**config.mk**
```make
export PLATFORM = sky130hd
export DESIGN_NAME = param_fifo_flat
export DESIGN_NICKNAME = d
export VERILOG_FILES = /design/src/rtl/param_fifo_if.sv /design/src/rtl/param_fifo.sv /design/src/flat_wrapper.sv
export SDC_FILE = /design/constraint.sdc
export NUM_CORES = 1
export LEC_CHECK = 0
export ABC_AREA = 1
export CORE_MARGIN = 2
export CORE_UTILIZATION = 60
export CTS_CLUSTER_DIAMETER = 100
export CTS_CLUSTER_SIZE = 16
export DETAILED_ROUTE_END_ITERATION = 8
export HOLD_SLACK_MARGIN = 0.02
export PLACE_DENSITY = 0.92
export SLEW_MARGIN = 20
export SYNTH_ARGS = -nofsm -noshare
export SYNTH_HDL_FRONTEND = slang
export SYNTH_SLANG_ARGS = --single-unit
```
**constraint.sdc**
```tcl
create_clock -name CLK -period 25.3 [get_ports CLK]
set_input_delay 5.06 -clock CLK [delete_from_list [all_inputs] [get_ports CLK]]
set_output_delay 5.06 -clock CLK [all_outputs]
set_load 0.02 [all_outputs]
```
**src/rtl/param_fifo_if.sv**
```systemverilog
// Handshake bundle between a producer/consumer pair and param_fifo.
// master = the stage driving push/pop requests, slave = the FIFO itself.
interface param_fifo_if #(
  parameter int DEPTH = 8,
  parameter int LANES = 2
);
  localparam int CW = $clog2(DEPTH) + 1;

  logic [LANES-1:0][31:0] FIFO_in;
  logic                   FIFO_WEN;
  logic                   FIFO_REN;
  logic                   FIFO_FLUSH;
  logic                   FIFO_clr_err;
  logic [LANES-1:0][31:0] FIFO_out;
  logic                   FIFO_valid;
  logic                   FIFO_empty;
  logic                   FIFO_full;
  logic                   FIFO_almost_full;
  logic                   FIFO_almost_empty;
  logic [CW-1:0]          FIFO_count;
  logic                   FIFO_overflow;
  logic                   FIFO_underflow;

  modport master (
    output FIFO_in, FIFO_WEN, FIFO_REN, FIFO_FLUSH, FIFO_clr_err,
    input  FIFO_out, FIFO_valid, FIFO_empty, FIFO_full, FIFO_almost_full,
           FIFO_almost_empty, FIFO_count, FIFO_overflow, FIFO_underflow
  );

  modport slave (
    input  FIFO_in, FIFO_WEN, FIFO_REN, FIFO_FLUSH, FIFO_clr_err,
    output FIFO_out, FIFO_valid, FIFO_empty, FIFO_full, FIFO_almost_full,
           FIFO_almost_empty, FIFO_count, FIFO_overflow, FIFO_underflow
  );
endinterface

```
**src/rtl/param_fifo.sv**
```systemverilog
// Parametrised synchronous multi-lane FIFO with occupancy/threshold status,
// flush, full-with-pop acceptance, sticky error flags and FWFT/registered read.
module param_fifo #(
   parameter int DEPTH    = 8,
   parameter int LANES    = 2,
   parameter int AF_LEVEL = DEPTH - 1,
   parameter int AE_LEVEL = 1,
   parameter int FWFT     = 1
) (
   input logic          CLK,
   input logic          RST,
   param_fifo_if.slave  fifo
);
   localparam int PW = $clog2(DEPTH);
   localparam int CW = PW + 1;

   typedef logic [31:0] word_t;
   typedef word_t [LANES-1:0] entry_t;

   entry_t          mem [DEPTH];
   logic [PW-1:0]   rd_ptr, wr_ptr;
   logic [CW-1:0]   count;
   logic            empty, full, pop_ok, push_ok;
   logic            overflow, underflow;

   assign empty   = (count == '0);
   assign full    = (count == CW'(DEPTH));
   assign pop_ok  = fifo.FIFO_REN & ~empty;
   assign push_ok = fifo.FIFO_WEN & (~full | pop_ok);

   // NOTE: memory gets the async reset too, so the array is cleared without a clock edge.
   always_ff @(posedge CLK or posedge RST) begin
      if (RST) begin
         for (int i = 0; i < DEPTH; i++) mem[i] <= '0;
      end else if (!fifo.FIFO_FLUSH && push_ok) begin
         mem[wr_ptr] <= fifo.FIFO_in;
      end
   end

   // NOTE: sequential state uses non-blocking assignments so every reader sees pre-edge values.
   always_ff @(posedge CLK or posedge RST) begin
      if (RST) begin
         rd_ptr <= '0;
         wr_ptr <= '0;
         count  <= '0;
      end else if (fifo.FIFO_FLUSH) begin
         rd_ptr <= '0;
         wr_ptr <= '0;
         count  <= '0;
      end else begin
         if (push_ok) wr_ptr <= wr_ptr + 1'b1;
         if (pop_ok)  rd_ptr <= rd_ptr + 1'b1;
         case ({push_ok, pop_ok})
            2'b10:   count <= count + 1'b1;
            2'b01:   count <= count - 1'b1;
            default: count <= count;
         endcase
      end
   end

   // Set beats clear; a flush cycle never raises an error.
   always_ff @(posedge CLK or posedge RST) begin
      if (RST) begin
         overflow  <= 1'b0;
         underflow <= 1'b0;
      end else begin
         overflow  <= (~fifo.FIFO_FLUSH & fifo.FIFO_WEN & ~push_ok)
                    | (overflow & ~fifo.FIFO_clr_err);
         underflow <= (~fifo.FIFO_FLUSH & fifo.FIFO_REN & empty)
                    | (underflow & ~fifo.FIFO_clr_err);
      end
   end

   generate
      if (FWFT != 0) begin : g_fwft
         assign fifo.FIFO_out   = empty ? '0 : mem[rd_ptr];
         assign fifo.FIFO_valid = ~empty;
      end else begin : g_reg
         entry_t out_q;
         logic   valid_q;

         always_ff @(posedge CLK or posedge RST) begin
            if (RST) begin
               out_q   <= '0;
               valid_q <= 1'b0;
            end else if (fifo.FIFO_FLUSH) begin
               valid_q <= 1'b0;
            end else if (pop_ok) begin
               out_q   <= mem[rd_ptr];
               valid_q <= 1'b1;
            end else begin
               valid_q <= 1'b0;
            end
         end

         assign fifo.FIFO_out   = out_q;
         assign fifo.FIFO_valid = valid_q;
      end
   endgenerate

   assign fifo.FIFO_empty        = empty;
   assign fifo.FIFO_full         = full;
   assign fifo.FIFO_almost_full  = (count >= CW'(AF_LEVEL));
   assign fifo.FIFO_almost_empty = (count <= CW'(AE_LEVEL));
   assign fifo.FIFO_count        = count;
   assign fifo.FIFO_overflow     = overflow;
   assign fifo.FIFO_underflow    = underflow;
endmodule
```
**src/flat_wrapper.sv**
```systemverilog
// flat-port wrapper written by rule: the top's interface ports become plain ports
module param_fifo_flat 
#(
   parameter int DEPTH    = 8,
   parameter int LANES    = 2,
   parameter int AF_LEVEL = DEPTH - 1,
   parameter int AE_LEVEL = 1,
   parameter int FWFT     = 1
)
  (CLK, RST, fifo_FIFO_in, fifo_FIFO_WEN, fifo_FIFO_REN, fifo_FIFO_FLUSH, fifo_FIFO_clr_err, fifo_FIFO_out, fifo_FIFO_valid, fifo_FIFO_empty, fifo_FIFO_full, fifo_FIFO_almost_full, fifo_FIFO_almost_empty, fifo_FIFO_count, fifo_FIFO_overflow, fifo_FIFO_underflow);
  param_fifo_if #(.DEPTH(DEPTH), .LANES(LANES)) fifo_i ();
  input logic CLK;
  input logic RST;
  input wire logic [$bits(fifo_i.FIFO_in)-1:0] fifo_FIFO_in;
  input wire logic [$bits(fifo_i.FIFO_WEN)-1:0] fifo_FIFO_WEN;
  input wire logic [$bits(fifo_i.FIFO_REN)-1:0] fifo_FIFO_REN;
  input wire logic [$bits(fifo_i.FIFO_FLUSH)-1:0] fifo_FIFO_FLUSH;
  input wire logic [$bits(fifo_i.FIFO_clr_err)-1:0] fifo_FIFO_clr_err;
  output wire logic [$bits(fifo_i.FIFO_out)-1:0] fifo_FIFO_out;
  output wire logic [$bits(fifo_i.FIFO_valid)-1:0] fifo_FIFO_valid;
  output wire logic [$bits(fifo_i.FIFO_empty)-1:0] fifo_FIFO_empty;
  output wire logic [$bits(fifo_i.FIFO_full)-1:0] fifo_FIFO_full;
  output wire logic [$bits(fifo_i.FIFO_almost_full)-1:0] fifo_FIFO_almost_full;
  output wire logic [$bits(fifo_i.FIFO_almost_empty)-1:0] fifo_FIFO_almost_empty;
  output wire logic [$bits(fifo_i.FIFO_count)-1:0] fifo_FIFO_count;
  output wire logic [$bits(fifo_i.FIFO_overflow)-1:0] fifo_FIFO_overflow;
  output wire logic [$bits(fifo_i.FIFO_underflow)-1:0] fifo_FIFO_underflow;
  assign fifo_i.FIFO_in = fifo_FIFO_in;
  assign fifo_i.FIFO_WEN = fifo_FIFO_WEN;
  assign fifo_i.FIFO_REN = fifo_FIFO_REN;
  assign fifo_i.FIFO_FLUSH = fifo_FIFO_FLUSH;
  assign fifo_i.FIFO_clr_err = fifo_FIFO_clr_err;
  assign fifo_FIFO_out = fifo_i.FIFO_out;
  assign fifo_FIFO_valid = fifo_i.FIFO_valid;
  assign fifo_FIFO_empty = fifo_i.FIFO_empty;
  assign fifo_FIFO_full = fifo_i.FIFO_full;
  assign fifo_FIFO_almost_full = fifo_i.FIFO_almost_full;
  assign fifo_FIFO_almost_empty = fifo_i.FIFO_almost_empty;
  assign fifo_FIFO_count = fifo_i.FIFO_count;
  assign fifo_FIFO_overflow = fifo_i.FIFO_overflow;
  assign fifo_FIFO_underflow = fifo_i.FIFO_underflow;
  param_fifo #(.DEPTH(DEPTH), .LANES(LANES), .AF_LEVEL(AF_LEVEL), .AE_LEVEL(AE_LEVEL), .FWFT(FWFT)) u_core (.CLK(CLK), .RST(RST), .fifo(fifo_i));
endmodule
```
==> results.md <==
* Peak supply drop at 70.4 uV
* Post-synth cell types at 22
* Outcome: completed
* Worst R2R Start: u_core.fifo.FIFO_count[0]
* Yosys reg bits at 524
* Vias/cell at 6.06
* DRT Pass-1 Iters at 6
* Worst Tran Pin Value at 1140 ps
* Die X at 202 microns
* RSZ-0062 raised after global routing: false
* Final period utilization at 0.377
* Fin. Hold Viols at 0
* CP Capture Type: output pin
* Max Cap Viol at 0
* Seq pwr share at 0.425
* Setup Crit Path Kind: reg -> out
* Post-CTS sizing at 0
* DP Area at 0.0249 sq mm
* ANT cells at 0
* Clk root buf: clkbuf_16
* Area grow syn2layout at 10.3%
* Starting Density at 0.609
* Slowest-stage cell, CP: dfrtp_4
* CORE AREA at 0.0386 sq mm
* Wire per inst at 17.7 microns
* NumNets Final at 2960
* Setup violations, final at 0
* Die Footprint at 0.0408 sq mm
* Max-slew violation count at 0
* Reg2Reg Depth at 9
* Min Clock Period, post-route at 9540 ps
* Worst path required time at 20240 ps
* Slew HR at 0.241
* Ports at 145
* Clk pwr share at 0.210
* Final wirelength at 60300 microns
* Clock latency on the worst-skew pair at 550 ps
* Initial antenna violation count at 0
* Synth Warn # at 0
* Synth top area share at 0.557
* R2R Path End: u_core.mem[371]
* Post-DP HPWL at 32600 microns
* Gpl congestion at 0.823
* Layout cells sized above 1 at 0.0280
* Synth area leaders: dfrtp_1 (56%), o21ai_0 (11%), o21ai_1 (9.0%)
* First-pass GRT wire length at 99900 microns
* Gate power share at 0.366
* Mapped Avg Cell Area at 8.11 sq um
* Setup crit start kind: flop
* Mapped Nets at 2976
* Syn Inst Count at 2901
* Sequential element share of the synthesized area at 0.557
* Clk_skew at 17.8 ps
* Vias in the first global route at 20296
* Sw Share at 0.375
* Leading area contributor after synthesis: dfrtp_1
* CP max stage delay at 930 ps
* GRT overflow at 0
* Cell area after synthesis at 0.0235 sq mm
* CTS buffer count at 38
* FMAX at 105 MHz
* Die Height at 202 microns
* Hold_buf cts at 0
* Final ANT Viol Nets at 0
* Row count at 72
* Crit path capture: fifo_FIFO_out[63]
* Gr usage total at 0.297
* Psw at 997 uW
* Postcts setup bufs at 0
* Hold Slack at 484 ps
* Cell Pwr Density at 102 mW/mm^2
* Arrival @ worst endpoint at 4480 ps
* Port buffer count at 144
* Crit-path max FO at 115
* CTS H-tree depth at 2
* Largest net degree at the start of global routing at 184
* Finished Cell Area at 0.0260 sq mm
* Critical path launch point: u_core.rd_ptr[1]
* Max clock buf depth at 3
* CTS tree: built
* Cell mode on critical path: o21ai_0
* Tightest Hold Check Type: reg -> reg
* Cell Int Power at 1.66 mW
* Reg2Reg Setup Slack at 21710 ps
* DRC Markers at 0
* Via Count at 20652
* Clk sinks at 524
* Critical Path, Cell by Cell: buf_4 > buf_6 > o21ai_0 > o21ai_1 > o21ai_0 > nor2_1 > clkdlybuf4s50_1
* Initial DRC Count at 2373
* Reg clk slew, reported paths at 70 ps
* Pleak at 12.0 nW
* TNS Setup at 0 ps
cell usage after synthesis:
library cell,number
o21ai_1,424
nand4_1,3
a21oi_1,5
ha_1,5
nand3_1,20
clkbuf_1,80
nor2_1,524
nand3_2,2
o32ai_1,1
buf_4,1
xnor2_1,1
o21ai_0,540
nor2_2,1
dfrtp_1,524
nand2_1,545
inv_2,2
buf_2,130
o22ai_1,1
a21oi_4,1
or2_2,1
inv_1,81
buf_1,9
kinds of logic (layout without fill, tap and decap cells):
logic type	Yosys count	count (layout)	share of synthesized area
and+or+nand+nor	1096	1096	0.177
adders and majority gates	5	5	0.00266
AOI/OAI and AO/OA	972	972	0.207
buffers and inverters	303	290	0.0554
xor gates and xnor gates	1	1	0.000372
DFF	524	524	0.557
area by class of cell:
cell class,count,area [sq um]
Sequential cell,524,13100
Fill cell,2968,12700
Timing Repair Buffer,164,1630
Clock inverter,4,63.8
Tap cell,518,648
Inverter,83,328
Multi-Input combinational cell,2074,9210
Clock buffer,39,955
state kept, by name, summed over array words and instances, names as in the netlist:
register,flops
u_core.fifo.FIFO_count,4
u_core.fifo.FIFO_overflow,1
u_core.fifo.FIFO_underflow,1
u_core.mem,512
u_core.rd_ptr,3
u_core.wr_ptr,3
critical path: cells and delay by family, from the launching register on:
family	cells	cell delay, ps
flip-flops	1	930
AO/OA/AOI/OAI	3	540
buffers and inverters	3	2070
AND/OR/NAND/NOR	1	290
per-layer routing:
metal	track usage	vias to the layer above	part of all wire	wire length, microns
met3	0.0406	139	0.078	4690
met5	0	-	0	0
met1	0.392	10008	0.40	24400
met2	0.500	1024	0.49	29500
li1	-	9481	-	-
met4	0.121	0	0.029	1760
layout by cell type (no fill, tap or decap):
master,Yosys,routed
nand2_1,545,544
clkdlybuf4s50_1,0,144
ha_1,5,5
buf_4,1,16
nand4_1,3,3
o22ai_1,1,1
o32ai_1,1,1
nor2_2,1,1
a21oi_4,1,1
buf_6,0,2
a21oi_1,5,5
o21ai_1,424,424
dfrtp_4,0,2
clkinv_2,0,1
bufinv_16,0,1
xnor2_1,1,1
clkbuf_16,0,38
buf_16,0,1
nand3_1,20,14
or2_2,1,1
nor2_1,524,524
inv_8,0,2
inv_1,81,79
inv_6,0,2
clkinv_8,0,1
dfrtp_1,524,521
nand2_4,0,1
nand3_4,0,8
dfrtp_2,0,1
clkbuf_1,80,1
buf_12,0,1
inv_2,2,1
o21ai_0,540,540
worst min path at each step:
| stage | start | end | slack, ps | depth (start not counted) |
|---|---|---|---|---|
| 6_report | u_core.mem[327] | u_core.mem[327] | 480 | 2 |
| 2_1_floorplan | u_core.mem[320] | u_core.mem[320] | 450 | 2 |
| 4_1_cts | u_core.mem[339] | u_core.mem[339] | 490 | 2 |
| 5_1_grt | u_core.mem[366] | u_core.mem[366] | 500 | 2 |
| 3_3_place_gp | u_core.mem[338] | u_core.mem[338] | 460 | 2 |
| 3_5_place_dp | u_core.mem[366] | u_core.mem[366] | 470 | 2 |
through the flow:
stage	utilization	setup slack (ps)	instances	total power, mW
3_3_place_gp	0.644	16230	3362	2.05
5_1_grt	0.672	15570	3406	2.83
2_1_floorplan	-	5600	2901	1.74
4_1_cts	0.671	15510	3405	2.66
3_5_place_dp	0.644	16110	3362	2.10
6_report	0.672	15760	3406	2.66
power by group through the flow:
stage	logic [mW]	clock network [mW]	registers (mW)
global placement	0.929	0	1.12
global route	1.09	0.596	1.15
detailed placement	0.959	0	1.14
floorplan	0.642	0	1.10
CTS	0.969	0.563	1.12
finish	0.972	0.557	1.13
No activity file was read; power rests on OpenSTA's default activity.
